`src/rtl/issue_ctrl_pkg.sv`:
```
// Shared definitions for the issue controller: instruction fields, opcodes,
// checker flag positions and the controller state encoding.
// Ports: none (package only).
package issue_ctrl_pkg;

  localparam int INSTR_W = 8;

  // Instruction layout: {op[7:6], r1[5:3], r2[2:0]}
  localparam int OP_HI = 7;
  localparam int OP_LO = 6;
  localparam int R1_HI = 5;
  localparam int R1_LO = 3;
  localparam int R2_HI = 2;
  localparam int R2_LO = 0;

  localparam logic [1:0] OP_NOP   = 2'b00;
  localparam logic [1:0] OP_LOAD  = 2'b01;
  localparam logic [1:0] OP_STORE = 2'b10;
  localparam logic [1:0] OP_ADD   = 2'b11;

  // Bit positions in the hazard checker's return vector
  localparam int HZ_RAW = 2;
  localparam int HZ_WAR = 1;
  localparam int HZ_WAW = 0;

  typedef enum logic [1:0] {
    ST_IDLE  = 2'd0,
    ST_EVAL  = 2'd1,
    ST_STALL = 2'd2,
    ST_OFFER = 2'd3
  } state_t;

  function automatic logic [1:0] instr_op(input logic [INSTR_W-1:0] instr);
    return instr[OP_HI:OP_LO];
  endfunction

  function automatic logic is_nop(input logic [INSTR_W-1:0] instr);
    return instr_op(instr) == OP_NOP;
  endfunction

endpackage

```
`src/rtl/issue_ctrl_if.sv`:
```
// Handshake bundle between the issue controller, its upstream, the hazard
// checker and the downstream stage.
// Ports: in_* (upstream valid/ready), out_* (downstream valid/ready),
//        pair_x/pair_y (to checker), hz (from checker).
interface issue_ctrl_if;
  import issue_ctrl_pkg::*;

  logic               in_valid;
  logic               in_ready;
  logic [INSTR_W-1:0] in_instr;
  logic               out_valid;
  logic               out_ready;
  logic [INSTR_W-1:0] out_instr;
  logic [INSTR_W-1:0] pair_x;
  logic [INSTR_W-1:0] pair_y;
  logic [2:0]         hz;

  // Environment side: upstream producer, downstream consumer and checker
  modport master (
    output in_valid, in_instr, out_ready, hz,
    input  in_ready, out_valid, out_instr, pair_x, pair_y
  );

  // Issue controller side
  modport slave (
    input  in_valid, in_instr, out_ready, hz,
    output in_ready, out_valid, out_instr, pair_x, pair_y
  );

endinterface

```
`src/rtl/issue_fifo.sv`:
```
// Synchronous DEPTH-entry FIFO with flush; head is visible combinationally.
// Latency: a write is visible at the head one cycle later.
// Backpressure: writes are ignored when full unless a read happens in the same cycle.
// Ports: clk, rst_n (sync, active-low), i_flush, i_wr/i_wr_dat, i_rd,
//        o_head, o_empty, o_full, o_count.
module issue_fifo #(
  parameter int DEPTH = 4,
  parameter int W     = 8
) (
  input  logic                     clk,
  input  logic                     rst_n,
  input  logic                     i_flush,
  input  logic                     i_wr,
  input  logic [W-1:0]             i_wr_dat,
  input  logic                     i_rd,
  output logic [W-1:0]             o_head,
  output logic                     o_empty,
  output logic                     o_full,
  output logic [$clog2(DEPTH):0]   o_count
);
  localparam int AW = $clog2(DEPTH);

  logic [W-1:0] r_mem [DEPTH];
  logic [AW:0]  r_wptr;
  logic [AW:0]  r_rptr;
  logic         w_wr;
  logic         w_rd;

  // Pointers carry one extra wrap bit so full and empty are distinguishable.
  assign o_count = r_wptr - r_rptr;
  assign o_empty = (o_count == '0);
  assign o_full  = (o_count == (AW+1)'(DEPTH));
  assign o_head  = r_mem[r_rptr[AW-1:0]];

  assign w_rd = i_rd && !o_empty;
  assign w_wr = i_wr && (!o_full || w_rd);

  always_ff @(posedge clk) begin
    if (!rst_n) begin
      r_wptr <= '0;
      r_rptr <= '0;
    end else if (i_flush) begin
      r_wptr <= '0;
      r_rptr <= '0;
    end else begin
      if (w_wr) begin
        r_mem[r_wptr[AW-1:0]] <= i_wr_dat;
        r_wptr                <= r_wptr + 1'b1;
      end
      if (w_rd) begin
        r_rptr <= r_rptr + 1'b1;
      end
    end
  end

endmodule

```
`src/rtl/issue_ctrl.sv`:
```
// In-order issue controller: buffers instructions, consults the pairwise hazard
// checker once per candidate and inserts RAW/WAW stall bubbles before offering it.
// Latency: 2 cycles accept-to-offer when idle, plus RAW_STALL or WAW_STALL on a hazard.
// Backpressure: in_ready drops when the FIFO is full; the offer holds until out_ready.
// Ports: clk, rst_n (sync, active-low), flush, bus (issue_ctrl_if.slave),
//        raw_cnt/war_cnt/waw_cnt (saturating hazard counters).
module issue_ctrl
  import issue_ctrl_pkg::*;
#(
  parameter int DEPTH     = 4,
  parameter int RAW_STALL = 2,
  parameter int WAW_STALL = 1,
  parameter int CNT_W     = 16
) (
  input  logic             clk,
  input  logic             rst_n,
  input  logic             flush,
  issue_ctrl_if.slave      bus,
  output logic [CNT_W-1:0] raw_cnt,
  output logic [CNT_W-1:0] war_cnt,
  output logic [CNT_W-1:0] waw_cnt
);
  localparam int AW        = $clog2(DEPTH);
  localparam int STALL_MAX = (RAW_STALL > WAW_STALL) ? RAW_STALL : WAW_STALL;
  // The stall counter only ever holds STALL-1 down to 0.
  localparam int SW        = (STALL_MAX > 1) ? $clog2(STALL_MAX) : 1;

  state_t             r_state;
  logic [SW-1:0]      r_stall;
  logic [INSTR_W-1:0] r_prev;
  logic               r_prev_valid;
  logic               r_out_valid;
  logic [INSTR_W-1:0] r_out_instr;
  logic [CNT_W-1:0]   r_raw_cnt;
  logic [CNT_W-1:0]   r_war_cnt;
  logic [CNT_W-1:0]   r_waw_cnt;

  logic [INSTR_W-1:0] w_head;
  logic               w_empty;
  logic               w_full;
  logic [AW:0]        w_count;
  logic               w_push;
  logic               w_pop;
  logic               w_stay;
  logic [2:0]         w_hz_m;

  assign bus.in_ready  = !w_full && !flush && rst_n;
  assign w_push        = bus.in_valid && bus.in_ready;
  // out_valid is high exactly in the offer state, so it stands in for it here.
  assign w_pop         = r_out_valid && bus.out_ready && !flush;
  // A same-cycle write keeps the FIFO occupied even if the popped entry was the last.
  assign w_stay        = (w_count > (AW+1)'(1)) || w_push;

  // Nothing to conflict with after a nop candidate or when no prior issue exists.
  assign w_hz_m        = (r_prev_valid && !is_nop(w_head)) ? bus.hz : 3'b000;

  assign bus.pair_x    = r_prev;
  assign bus.pair_y    = w_empty ? '0 : w_head;
  assign bus.out_valid = r_out_valid;
  assign bus.out_instr = r_out_instr;
  assign raw_cnt       = r_raw_cnt;
  assign war_cnt       = r_war_cnt;
  assign waw_cnt       = r_waw_cnt;

  issue_fifo #(
    .DEPTH (DEPTH),
    .W     (INSTR_W)
  ) u_fifo (
    .clk      (clk),
    .rst_n    (rst_n),
    .i_flush  (flush),
    .i_wr     (w_push),
    .i_wr_dat (bus.in_instr),
    .i_rd     (w_pop),
    .o_head   (w_head),
    .o_empty  (w_empty),
    .o_full   (w_full),
    .o_count  (w_count)
  );

  always_ff @(posedge clk) begin
    if (!rst_n) begin
      r_state      <= ST_IDLE;
      r_stall      <= '0;
      r_prev       <= '0;
      r_prev_valid <= 1'b0;
      r_out_valid  <= 1'b0;
      r_out_instr  <= '0;
      r_raw_cnt    <= '0;
      r_war_cnt    <= '0;
      r_waw_cnt    <= '0;
    end else if (flush) begin
      // Counters and the last issued instruction value survive a flush.
      r_state      <= ST_IDLE;
      r_prev_valid <= 1'b0;
      r_out_valid  <= 1'b0;
    end else begin
      case (r_state)
        ST_IDLE: begin
          if (!w_empty) r_state <= ST_EVAL;
        end

        ST_EVAL: begin
          if (w_hz_m[HZ_RAW] && (r_raw_cnt != {CNT_W{1'b1}})) r_raw_cnt <= r_raw_cnt + CNT_W'(1);
          if (w_hz_m[HZ_WAR] && (r_war_cnt != {CNT_W{1'b1}})) r_war_cnt <= r_war_cnt + CNT_W'(1);
          if (w_hz_m[HZ_WAW] && (r_waw_cnt != {CNT_W{1'b1}})) r_waw_cnt <= r_waw_cnt + CNT_W'(1);
          if (w_hz_m[HZ_RAW]) begin
            r_stall <= SW'(RAW_STALL - 1);
            r_state <= ST_STALL;
          end else if (w_hz_m[HZ_WAW]) begin
            r_stall <= SW'(WAW_STALL - 1);
            r_state <= ST_STALL;
          end else begin
            r_out_valid <= 1'b1;
            r_out_instr <= w_head;
            r_state     <= ST_OFFER;
          end
        end

        ST_STALL: begin
          if (r_stall == '0) begin
            r_out_valid <= 1'b1;
            r_out_instr <= w_head;
            r_state     <= ST_OFFER;
          end else begin
            r_stall <= r_stall - 1'b1;
          end
        end

        ST_OFFER: begin
          if (bus.out_ready) begin
            r_out_valid <= 1'b0;
            if (!is_nop(r_out_instr)) begin
              r_prev       <= r_out_instr;
              r_prev_valid <= 1'b1;
            end
            r_state <= w_stay ? ST_EVAL : ST_IDLE;
          end
        end

        default: r_state <= ST_IDLE;
      endcase
    end
  end

endmodule

```
`src/flat_wrapper.sv`:
```
// flat-port wrapper written by rule: the top's interface ports become plain ports
module issue_ctrl_flat import issue_ctrl_pkg::*;
#(
  parameter int DEPTH     = 4,
  parameter int RAW_STALL = 2,
  parameter int WAW_STALL = 1,
  parameter int CNT_W     = 16
)
  (clk, rst_n, flush, raw_cnt, war_cnt, waw_cnt, bus_in_valid, bus_in_instr, bus_out_ready, bus_hz, bus_in_ready, bus_out_valid, bus_out_instr, bus_pair_x, bus_pair_y);
  issue_ctrl_if bus_i ();
  input  logic clk;
  input  logic rst_n;
  input  logic flush;
  output logic [CNT_W-1:0] raw_cnt;
  output logic [CNT_W-1:0] war_cnt;
  output logic [CNT_W-1:0] waw_cnt;
  input wire logic [$bits(bus_i.in_valid)-1:0] bus_in_valid;
  input wire logic [$bits(bus_i.in_instr)-1:0] bus_in_instr;
  input wire logic [$bits(bus_i.out_ready)-1:0] bus_out_ready;
  input wire logic [$bits(bus_i.hz)-1:0] bus_hz;
  output wire logic [$bits(bus_i.in_ready)-1:0] bus_in_ready;
  output wire logic [$bits(bus_i.out_valid)-1:0] bus_out_valid;
  output wire logic [$bits(bus_i.out_instr)-1:0] bus_out_instr;
  output wire logic [$bits(bus_i.pair_x)-1:0] bus_pair_x;
  output wire logic [$bits(bus_i.pair_y)-1:0] bus_pair_y;
  assign bus_i.in_valid = bus_in_valid;
  assign bus_i.in_instr = bus_in_instr;
  assign bus_i.out_ready = bus_out_ready;
  assign bus_i.hz = bus_hz;
  assign bus_in_ready = bus_i.in_ready;
  assign bus_out_valid = bus_i.out_valid;
  assign bus_out_instr = bus_i.out_instr;
  assign bus_pair_x = bus_i.pair_x;
  assign bus_pair_y = bus_i.pair_y;
  issue_ctrl #(.DEPTH(DEPTH), .RAW_STALL(RAW_STALL), .WAW_STALL(WAW_STALL), .CNT_W(CNT_W)) u_core (.clk(clk), .rst_n(rst_n), .flush(flush), .bus(bus_i), .raw_cnt(raw_cnt), .war_cnt(war_cnt), .waw_cnt(waw_cnt));
endmodule
```
`config.mk`:
```
export PLATFORM = sky130hd
export DESIGN_NAME = issue_ctrl_flat
export DESIGN_NICKNAME = d
export VERILOG_FILES = /design/src/rtl/issue_ctrl_pkg.sv /design/src/rtl/issue_ctrl_if.sv /design/src/rtl/issue_fifo.sv /design/src/rtl/issue_ctrl.sv /design/src/flat_wrapper.sv
export SDC_FILE = /design/constraint.sdc
export NUM_CORES = 1
export LEC_CHECK = 0
export ABC_AREA = 1
export CAP_MARGIN = 10
export CORE_ASPECT_RATIO = 0.9
export CORE_MARGIN = 2
export CORE_UTILIZATION = 39
export CTS_CLUSTER_DIAMETER = 80
export CTS_CLUSTER_SIZE = 40
export DETAILED_ROUTE_END_ITERATION = 7
export SLEW_MARGIN = 10
export SYNTH_ARGS = -nofsm -noshare
export SYNTH_HDL_FRONTEND = slang
export SYNTH_SLANG_ARGS = --single-unit
```
`constraint.sdc`:
```
create_clock -name clk -period 3.1 [get_ports clk]
set_input_delay 0.465 -clock clk [delete_from_list [all_inputs] [get_ports clk]]
set_output_delay 0.465 -clock clk [all_outputs]
set_load 0.05 [all_outputs]
```
# Word-level counts from Yosys, hierarchy flattened
# Memories as Yosys holds them, arrays and structs flattened. A register that Yosys moved wholly into a read port is not among the register bits.
# Index checks and enable logic that the tools add are counted.
dict set report totals {
  output_inout_bits 74
  ram_bits 32
  input_bits 16
  register_bits 75
  mem_count 1
  elab_cells 97
}
# name words width read_ports rd_clocked_by_memory_dff wr line
set mem_list {}
lappend mem_list {u_core.u_fifo.r_mem 4 8 1 1 1 issue_fifo.sv:23} ;# logic [W-1:0] r_mem [DEPTH];
dict set report classes {
  n_addsub 7
  n_lt_le_gt_ge 1
  bitwise_logic 3
  n_eq_ne 13
  muxes 28
  reduce_logical 33
}
# cell count
set ops {}
lappend ops {{$add A16 B1 Y16 const B} 3}
lappend ops {{$ne A16 B16 Y1 const B} 3}
lappend ops {{$mux W8} 4}
lappend ops {{$reduce_and A3 Y1} 6}
lappend ops {{$pmux W8 S2} 1}
lappend ops {{$mux W1} 13}
lappend ops {{$mux W2} 6}
lappend ops {{$logic_and A1 B1 Y1} 11}
lappend ops {{$ne A2 B2 Y1 const B} 5}
lappend ops {{$reduce_and A5 Y1} 2}
lappend ops {{$pmux W2 S4} 1}
lappend ops {{$add A3 B1 Y3 const B} 2}
lappend ops {{$logic_not A2 Y1} 3}
lappend ops {{$eq A2 B2 Y1 const B} 2}
lappend ops {{$logic_not A1 Y1} 4}
lappend ops {{$reduce_and A4 Y1} 1}
lappend ops {{$eq A3 B3 Y1 const B} 1}
lappend ops {{$gt A3 B1 Y1 const B} 1}
lappend ops {{$logic_not A3 Y1} 1}
lappend ops {{$mux W3} 1}
lappend ops {{$ne A3 B1 Y1 const B} 1}
lappend ops {{$not A1 Y1} 3}
lappend ops {{$pmux W1 S3} 1}
lappend ops {{$reduce_bool A3 Y1} 1}
lappend ops {{7 further kinds} 8}

# Depth between registers and ports, before layout
# Gate-level depths: netlist of run 1.
dict set report depth {
  depth_word 11
  mapped_depth 14
  mapped_depth_nobuf 12
}

# Hierarchy
# From an unflattened synthesis of run 1, not the netlist that was laid out.
dict set report unflattened {
  cells_unflattened 812
  hier_area_um2 5843.1
}
# mod cells_per_inst instances seq_area_each_um2 area_per_inst_um2
set by_module_without_submodules {}
lappend by_module_without_submodules {issue_ctrl 655 1 1381.3 4088.9}
lappend by_module_without_submodules {issue_fifo 157 1 1121.1 1754.2}

# Least setup slack after synthesis of run 1
# Ideal clock, no wire load.
dict set report synth_path {
  path_kind {reg-to-output}
  start {register u_core.u_fifo.r_wptr[0]}
  end {output port bus_pair_y[0]}
  n_path_buf 0
  arrival_time_ps 1822
  required_time_ps 2635
  setup_slack_ps 813
  path_stages_with_launch 9
  cell_sequence {dfxtp_1 inv_1 ha_1 fa_1 xnor2_1 nor2_1 nand2_1 nand2_1 inv_1}
}
dict set report synth_between {
  elab_chain_len 3
}
# element line
set synth_rtl {}
lappend synth_rtl {{from (decl)} issue_fifo.sv:24} ;# logic [AW:0] r_wptr;
lappend synth_rtl {{from (signal assigned)} issue_fifo.sv:48} ;# r_wptr <= r_wptr + 1'b1;
lappend synth_rtl {{$sub A3 B3 Y3} issue_fifo.sv:30} ;# assign o_count = r_wptr - r_rptr;
lappend synth_rtl {{$logic_not A3 Y1} issue_fifo.sv:31} ;# assign o_empty = (o_count == '0);
lappend synth_rtl {{$mux W8} issue_ctrl.sv:58} ;# assign bus.pair_y = w_empty ? '0 : w_head;
lappend synth_rtl {{to (decl)} flat_wrapper.sv:25} ;# output wire logic [$bits(bus_i.pair_y)-1:0] bus_pair_y;
# No other way between the ends.

# Worst setup path in the final report of run 1
dict set report layout_path {
  start {register u_core.u_fifo.r_wptr[0]}
  end {output port bus_pair_y[2]}
}
# Same word-level chain as after synthesis.

==> results.toml, run 1 <==
[detailed_routing]
routed_wl_um = 12600
routedWlPerCell_um = 13.2
drt_pass1_iterations = 5
ant_nets = 0
drtIter0Drc = 297
drc = 0
vias = 4707
vias_per_cell = 4.94

[sta]
hold_violations = 0
maxSlewViolCount = 0
totalNegativeSetupSlack_ps = 0
max_freq_mhz = 347
setup_viol_count_final = 0
setup_ws_ps = 217
min_period_over_period_pct = 93.0
fin_crit_ps = 2880
final.setup_skew_ps = 12.7
max_slew_margin_pct = 63.5
tightest_slew_ps = 546
rsz0062_at_grt = "no"

[worst_hold_path]
hold_depth = 1
whs_endpoint = "u_core.u_fifo.r_wptr[2]"
worstHoldPathType = "reg -> reg"
hp-start = "u_core.u_fifo.r_wptr[2]"

[grt]
grt_usage_pct = 17.6
grt_max_degree = 37
grt.met2_usage_pct = 29.4
grt_pass1_wl_um = 20700
antenna_found_initial = 0
grt_use_met3_pct = 4.56
grt_pass1_vias = 4280
grt_use_met1_pct = 22.7
grt-busiest-layer = "met2"
gr-total-overflow = 0

[logic_synthesis]
ys_seq_area_share_pct = 46.8
avgSynthCellArea_sq_um = 7.79
synth_flop_cell = "dfxtp_1"
synth_top_area_share_pct = 28.8
synth.area.top_cells = "dfxtp_1 29%, edfxtp_1 18%, nand2_1 11%, nor2_1 6.9%, a21oi_1 4.9%"
netlist_area_sq_um = 5350
ys_warn_count = 0
synthesis.instances = 687
synth_edf_count = 32
synth_area_leader_cell = "dfxtp_1"
synthDistinctLibCells = 32
syn_nets = 717
ys_ff_latch = 109
synthArstFlopShare_pct = 0

[setup_path]
cpPeakStageDelay_ps = 510
rrSetupSlack_ps = 730
worstPathRequired_ps = 2630
cp_max_fo = 9
path_class = "reg -> out"
cp_cell_sequence = "inv_1 -> ha_1 -> fa_1 -> inv_1 -> nor2_1 -> nand2_1 -> nand2_1 -> inv_1 -> buf_4"
startpoint_type = "flip-flop"
cpMaxStageDelayCell = "fa_1"
cp.arrival_ps = 2420
worst_r2r_startpoint = "u_core.u_fifo.r_wptr[0]"
end_kind = "output pin"
r2r_cells = 9
critPathMostFrequentCell = "inv_1"

[layout]
insertedDiodeCount = 0
area_growth_pct = 26.1
stdcell_area_sq_um = 6740
multiInputGateArea_sq_um = 2490
fin_cells = 952
fillCellCount = 1247
seq_area_sq_um = 2500
final_nets = 809
drive_gt1_share_pct = 8.67

[clocking]
cts-resized-gates = 0
clock_tree.root_cell = "clkbuf_16"
holdBufCountCts = 0
h-tree-depth = 3
cts_tree = "built"
cts.reportedPaths.clkPinSlew_ps = 80
clock_sinks = 109
cts_buffers = 9
cts_buffer_depth = 2
clk-insertion-delay-late_ps = 360
post_cts_buffers = 0

[pwr]
combPwrFrac_pct = 4.4
p_switching_uw = 668
ir_worst_vdd_mv = 0.345
clockPowerShare_pct = 42.2
powerDensity_nw_per_um2 = 410
power_mw = 2.76
p_int_mw = 2.10
p_sw_share_pct = 24.2
p_leak_nw = 2.42
power_frac_seq_pct = 53.3

[place]
io_buffers = 89
detailed_place_hpwl_um = 9150
pre_cts_slack_ps = 598
gp_congestion = 0.854
placed_area_sq_um = 6430
placed_cells = 936

[floorplanning]
io_pins = 90
die_w_um = 127
rows = 40
core-area_sq_um = 13400
initial_core_util_pct = 40.0
fp.dieH_um = 115
die_area_sq_um = 14700

[run]
max_cap_violations = 0

[outcome]
status = "finished clean"
[sequential cells by signal, summed over array words and instances, names as in the netlist, named ones only]
signal,count
u_core.bus.pair_x,8
u_core.raw_cnt,16
u_core.r_stall,1
u_core.bus.out_instr,8
u_core.bus.out_valid,1
u_core.u_fifo.r_mem,32
u_core.u_fifo.r_wptr,3
u_core.u_fifo.r_rptr,3
u_core.waw_cnt,16
u_core.r_state,2
u_core.war_cnt,16
u_core.r_prev_valid,1
[kinds of logic (layout without fill, tap and decap cells)]
| kind of cell | count (synthesis) | after routing | synth area share [%] |
|---|---|---|---|
| flip-flops | 109 | 109 | 46.8 |
| AO/OA/AOI/OAI | 107 | 107 | 10.9 |
| AND/OR/NAND/NOR | 338 | 338 | 26.3 |
| buffers and inverters | 83 | 180 | 6.69 |
| XOR/XNOR | 36 | 36 | 5.89 |
| adder cells (fa/ha/maj) | 14 | 14 | 3.42 |
[layout make-up]
class / count / area share [%]
sequential: 109 / 37.1
multi-input combinational: 495 / 36.9
clock buffer: 9 / 3.34
clock inverter: 7 / 1.28
tap: 168 / 3.12
timing repair buffer: 100 / 14.7
inverter: 64 / 3.58
[layer usage]
metal	wire (um)	vias up
met5	0	-
met1	5920	2160
met3	591	15
met2	5880	123
met4	190	0
li1	-	2409
[worst max-delay path: cells and delay by family, from the launching register on]
family / cells / cell delay (ps)
and+or+nand+nor: 3 / 580
DFF: 1 / 360
buffers and inverters: 4 / 380
adders and majority gates: 2 / 730
[cell usage after synthesis (8+ instances only)]
| cell | n |
|---|---|
| a21oi_1 | 52 |
| a21oi_2 | 10 |
| clkbuf_1 | 8 |
| dfxtp_1 | 77 |
| edfxtp_1 | 32 |
| ha_1 | 13 |
| inv_1 | 59 |
| nand2_1 | 160 |
| nand2_2 | 13 |
| nand3_1 | 45 |
| nor2_1 | 98 |
| nor3_1 | 10 |
| o21ai_0 | 37 |
| xnor2_1 | 16 |
| xor2_1 | 20 |
[cells in the final DEF, fill, tap and decap left out, types with 3 or more instances in the layout]
cell / count
edfxtp_1: 32
nor2_1: 98
a21oi_1: 52
inv_2: 4
clkinv_8: 3
nand2_1: 160
ha_1: 13
buf_4: 17
buf_12: 3
nand4_1: 5
inv_6: 3
nor3_1: 10
dfxtp_1: 77
nand3_1: 45
o22ai_1: 6
nand2_2: 13
o21ai_0: 37
inv_1: 59
xor2_1: 20
nor2_2: 3
clkdlybuf4s50_1: 80
a21oi_2: 10
clkbuf_16: 9
xnor2_1: 16
[stage by stage]
step,hold WS (ps),util (%)
global placement,444,48.1
CTS,455,50.5
finish,453,50.5
global route,473,50.5
detailed placement,444,48.1
floorplan,425,-
[power groups by stage]
stage / Sequential (mW) / Combinational, mW / Clock, mW
floorplan: 1.52 / 0.0559 / 0
finish: 1.47 / 0.122 / 1.17
detailed placement: 1.51 / 0.123 / 0
global route: 1.48 / 0.134 / 1.26
global placement: 1.51 / 0.121 / 0
CTS: 1.47 / 0.123 / 1.20
[how the worst max path moves through the flow]
stage / startpoint / to / slack (ps) / cells past startpoint
6_report: u_core.u_fifo.r_wptr[0] / bus_pair_y[2] / 220 / 9
3_3_place_gp: u_core.u_fifo.r_wptr[0] / bus_pair_y[3] / 700 / 9
5_1_grt: u_core.u_fifo.r_wptr[0] / bus_pair_y[0] / 50 / 9
2_1_floorplan: u_core.u_fifo.r_wptr[0] / bus_pair_y[0] / 810 / 8
3_5_place_dp: flush / u_core.waw_cnt[7] / 600 / 7
4_1_cts: u_core.u_fifo.r_wptr[0] / bus_pair_y[0] / 200 / 9
No activity file was read; power rests on OpenSTA's default activity.
==> run 2, diff against run 1 <==
==> constraint.sdc (replaced) <==
create_clock -name clk -period 3.1 [get_ports clk]
set_input_delay 0.62 -clock clk [delete_from_list [all_inputs] [get_ports clk]]
set_output_delay 0.62 -clock clk [all_outputs]
set_load 0.05 [all_outputs]
==> run 2 against run 1 <==
Effect of this change: die area stayed put; routed wire length increased by 3.0%; sequential share of layout area shrank 0.43 points; clock-buffer cell count unchanged; worst hold slack gained 18 ps; clock skew decreased by 4.3 ps; non-clock buffer count is the same; sequential power about the same; register-to-register slack about the same; largest cell class unchanged; highest routed layer unchanged.
==> results.toml, run 2 (synthesized netlist as in run 1, its figures left out) <==
[floorplanning]
rows = 40
fp.dieH_um = 115
initial_core_util_pct = 40.0
die_area_sq_um = 14700
io_pins = 90
core-area_sq_um = 13400
die_w_um = 127

[setup_path]
cp_max_fo = 5
rrSetupSlack_ps = 740
cp.arrival_ps = 2300
reg2reg_to = "u_core.raw_cnt[11]"
path_class = "reg -> out"
r2r_cells = 13
end_kind = "output pin"
startpoint_type = "flip-flop"
worstPathRequired_ps = 2480

[grt]
antenna_found_initial = 0
gr-total-overflow = 0
grt_usage_pct = 17.9
grt_pass1_vias = 4234
grt_max_degree = 37
grt_pass1_wl_um = 20800

[detailed_routing]
routed_wl_um = 13000
vias_per_cell = 4.89
vias = 4660
routedWlPerCell_um = 13.6
drt_pass1_iterations = 5
ant_nets = 0
drtIter0Drc = 336
drc = 0

[clocking]
post_cts_buffers = 0
cts_buffer_depth = 2
clk-insertion-delay-late_ps = 370
clock_sinks = 109
holdBufCountCts = 0
cts_buffers = 9
cts-resized-gates = 0
h-tree-depth = 3
clock_tree.root_cell = "clkbuf_16"
cts.reportedPaths.clkPinSlew_ps = 80
cts_tree = "built"

[place]
placed_cells = 936
placed_area_sq_um = 6510
io_buffers = 89
gp_congestion = 0.870
detailed_place_hpwl_um = 9260

[pwr]
p_leak_nw = 2.45
powerDensity_nw_per_um2 = 412
ir_worst_vdd_mv = 0.313

[sta]
setup_viol_count_final = 0
min_period_over_period_pct = 94.2
final.setup_skew_ps = 8.43
rsz0062_at_grt = "no"
fin_crit_ps = 2920
maxSlewViolCount = 0
max_slew_margin_pct = 63.0
max_freq_mhz = 342
tightest_slew_ps = 554
totalNegativeSetupSlack_ps = 0
hold_violations = 0

[layout]
fin_cells = 953
multiInputGateArea_sq_um = 2500
area_growth_pct = 27.5
fillCellCount = 1298
stdcell_area_sq_um = 6820
seq_area_sq_um = 2500
final_nets = 810
drive_gt1_share_pct = 8.92
insertedDiodeCount = 0
largest_reg_flops = 32
final_common_cell = "nand2_1"
final_cell_mix = "160 x nand2_1, 97 x nor2_1, 80 x clkdlybuf4s50_1, 77 x dfxtp_1, 59 x inv_1"

[worst_hold_path]
hp-start = "u_core.bus.out_instr[5]"
worstHoldPathType = "reg -> reg"
hold_depth = 2
whs_endpoint = "u_core.bus.pair_x[5]"

[run]
max_cap_violations = 0

[outcome]
status = "finished clean"
[run 2: changes by cell type in the layout (fill, tap and decap cells not counted), sizes merged]
cell and delta:
inv +2, nand2 +1, clkinv -2
[run 2: layout make-up]
type                            instances  share of cell area [%]
Sequential cell                       109                    36.7
Multi-Input combinational cell        496                    36.6
Timing Repair Buffer                  100                    15.6
Inverter                               64                    3.54
Clock buffer                            9                    3.30
Tap cell                              168                    3.08
Clock inverter                          7                    1.19
[run 2: how the worst max path moves through the flow]
stage	from	to	slack, ps	cells after the start
floorplan	u_core.u_fifo.r_wptr[0]	bus_pair_y[0]	660	8
global placement	u_core.u_fifo.r_wptr[0]	bus_pair_y[7]	550	9
detailed placement	u_core.u_fifo.r_wptr[0]	bus_pair_y[6]	480	9
CTS	u_core.u_fifo.r_wptr[0]	bus_pair_y[6]	60	9
global route	u_core.u_fifo.r_wptr[0]	bus_pair_y[2]	9	9
finish	u_core.u_fifo.r_wptr[0]	bus_pair_y[3]	180	9
[run 2: stage by stage]
stage          hold WS (ps)  utilization (%)  worst slack (ps)  power [mW]
6_report                471             51.0               178        2.81
5_1_grt                 498             51.0              9.19        2.91
4_1_cts                 473             51.0              58.8        2.85
3_5_place_dp            466             48.7               477        1.64
3_3_place_gp            456             48.7               546        1.64
2_1_floorplan           425                -               658        1.57
[run 2: routing by layer]
layer | track usage (%) | share of wire (%) | vias to the layer above
met4 | 6.81 | 2.0 | 0
met2 | 29.1 | 47 | 83
met5 | 0 | 0 | -
li1 | - | - | 2423
met1 | 23.4 | 48 | 2134
met3 | 4.19 | 3.5 | 20
[run 2: where the power goes]
group	total, mW	internal [mW]	switching [mW]
Sequential	1.47	1.47	0.00353
Clock	1.21	0.585	0.621
Combinational	0.130	0.0498	0.0803
Total	2.81	2.11	0.705
[run 2: critical path: stages, from the launching register on]
cell     delay [ps]
dfxtp_1         370
inv_1           110
ha_1            220
fa_1            500
inv_1            50
nor2_2          210
nand2_1         180
nand2_1          90
inv_1            60
buf_12          140
==> run 3, diff against run 2 <==
--- a/config.mk
+++ b/config.mk
@@ -10,6 +10,7 @@
 export CORE_ASPECT_RATIO = 0.9
 export CORE_MARGIN = 2
 export CORE_UTILIZATION = 39
+export CTS_BUF_LIST = sky130_fd_sc_hd__clkbuf_16
 export CTS_CLUSTER_DIAMETER = 80
 export CTS_CLUSTER_SIZE = 40
 export DETAILED_ROUTE_END_ITERATION = 7
==> results of run 3 <==
Final layout, timing and power as in run 2 (identical DEF).
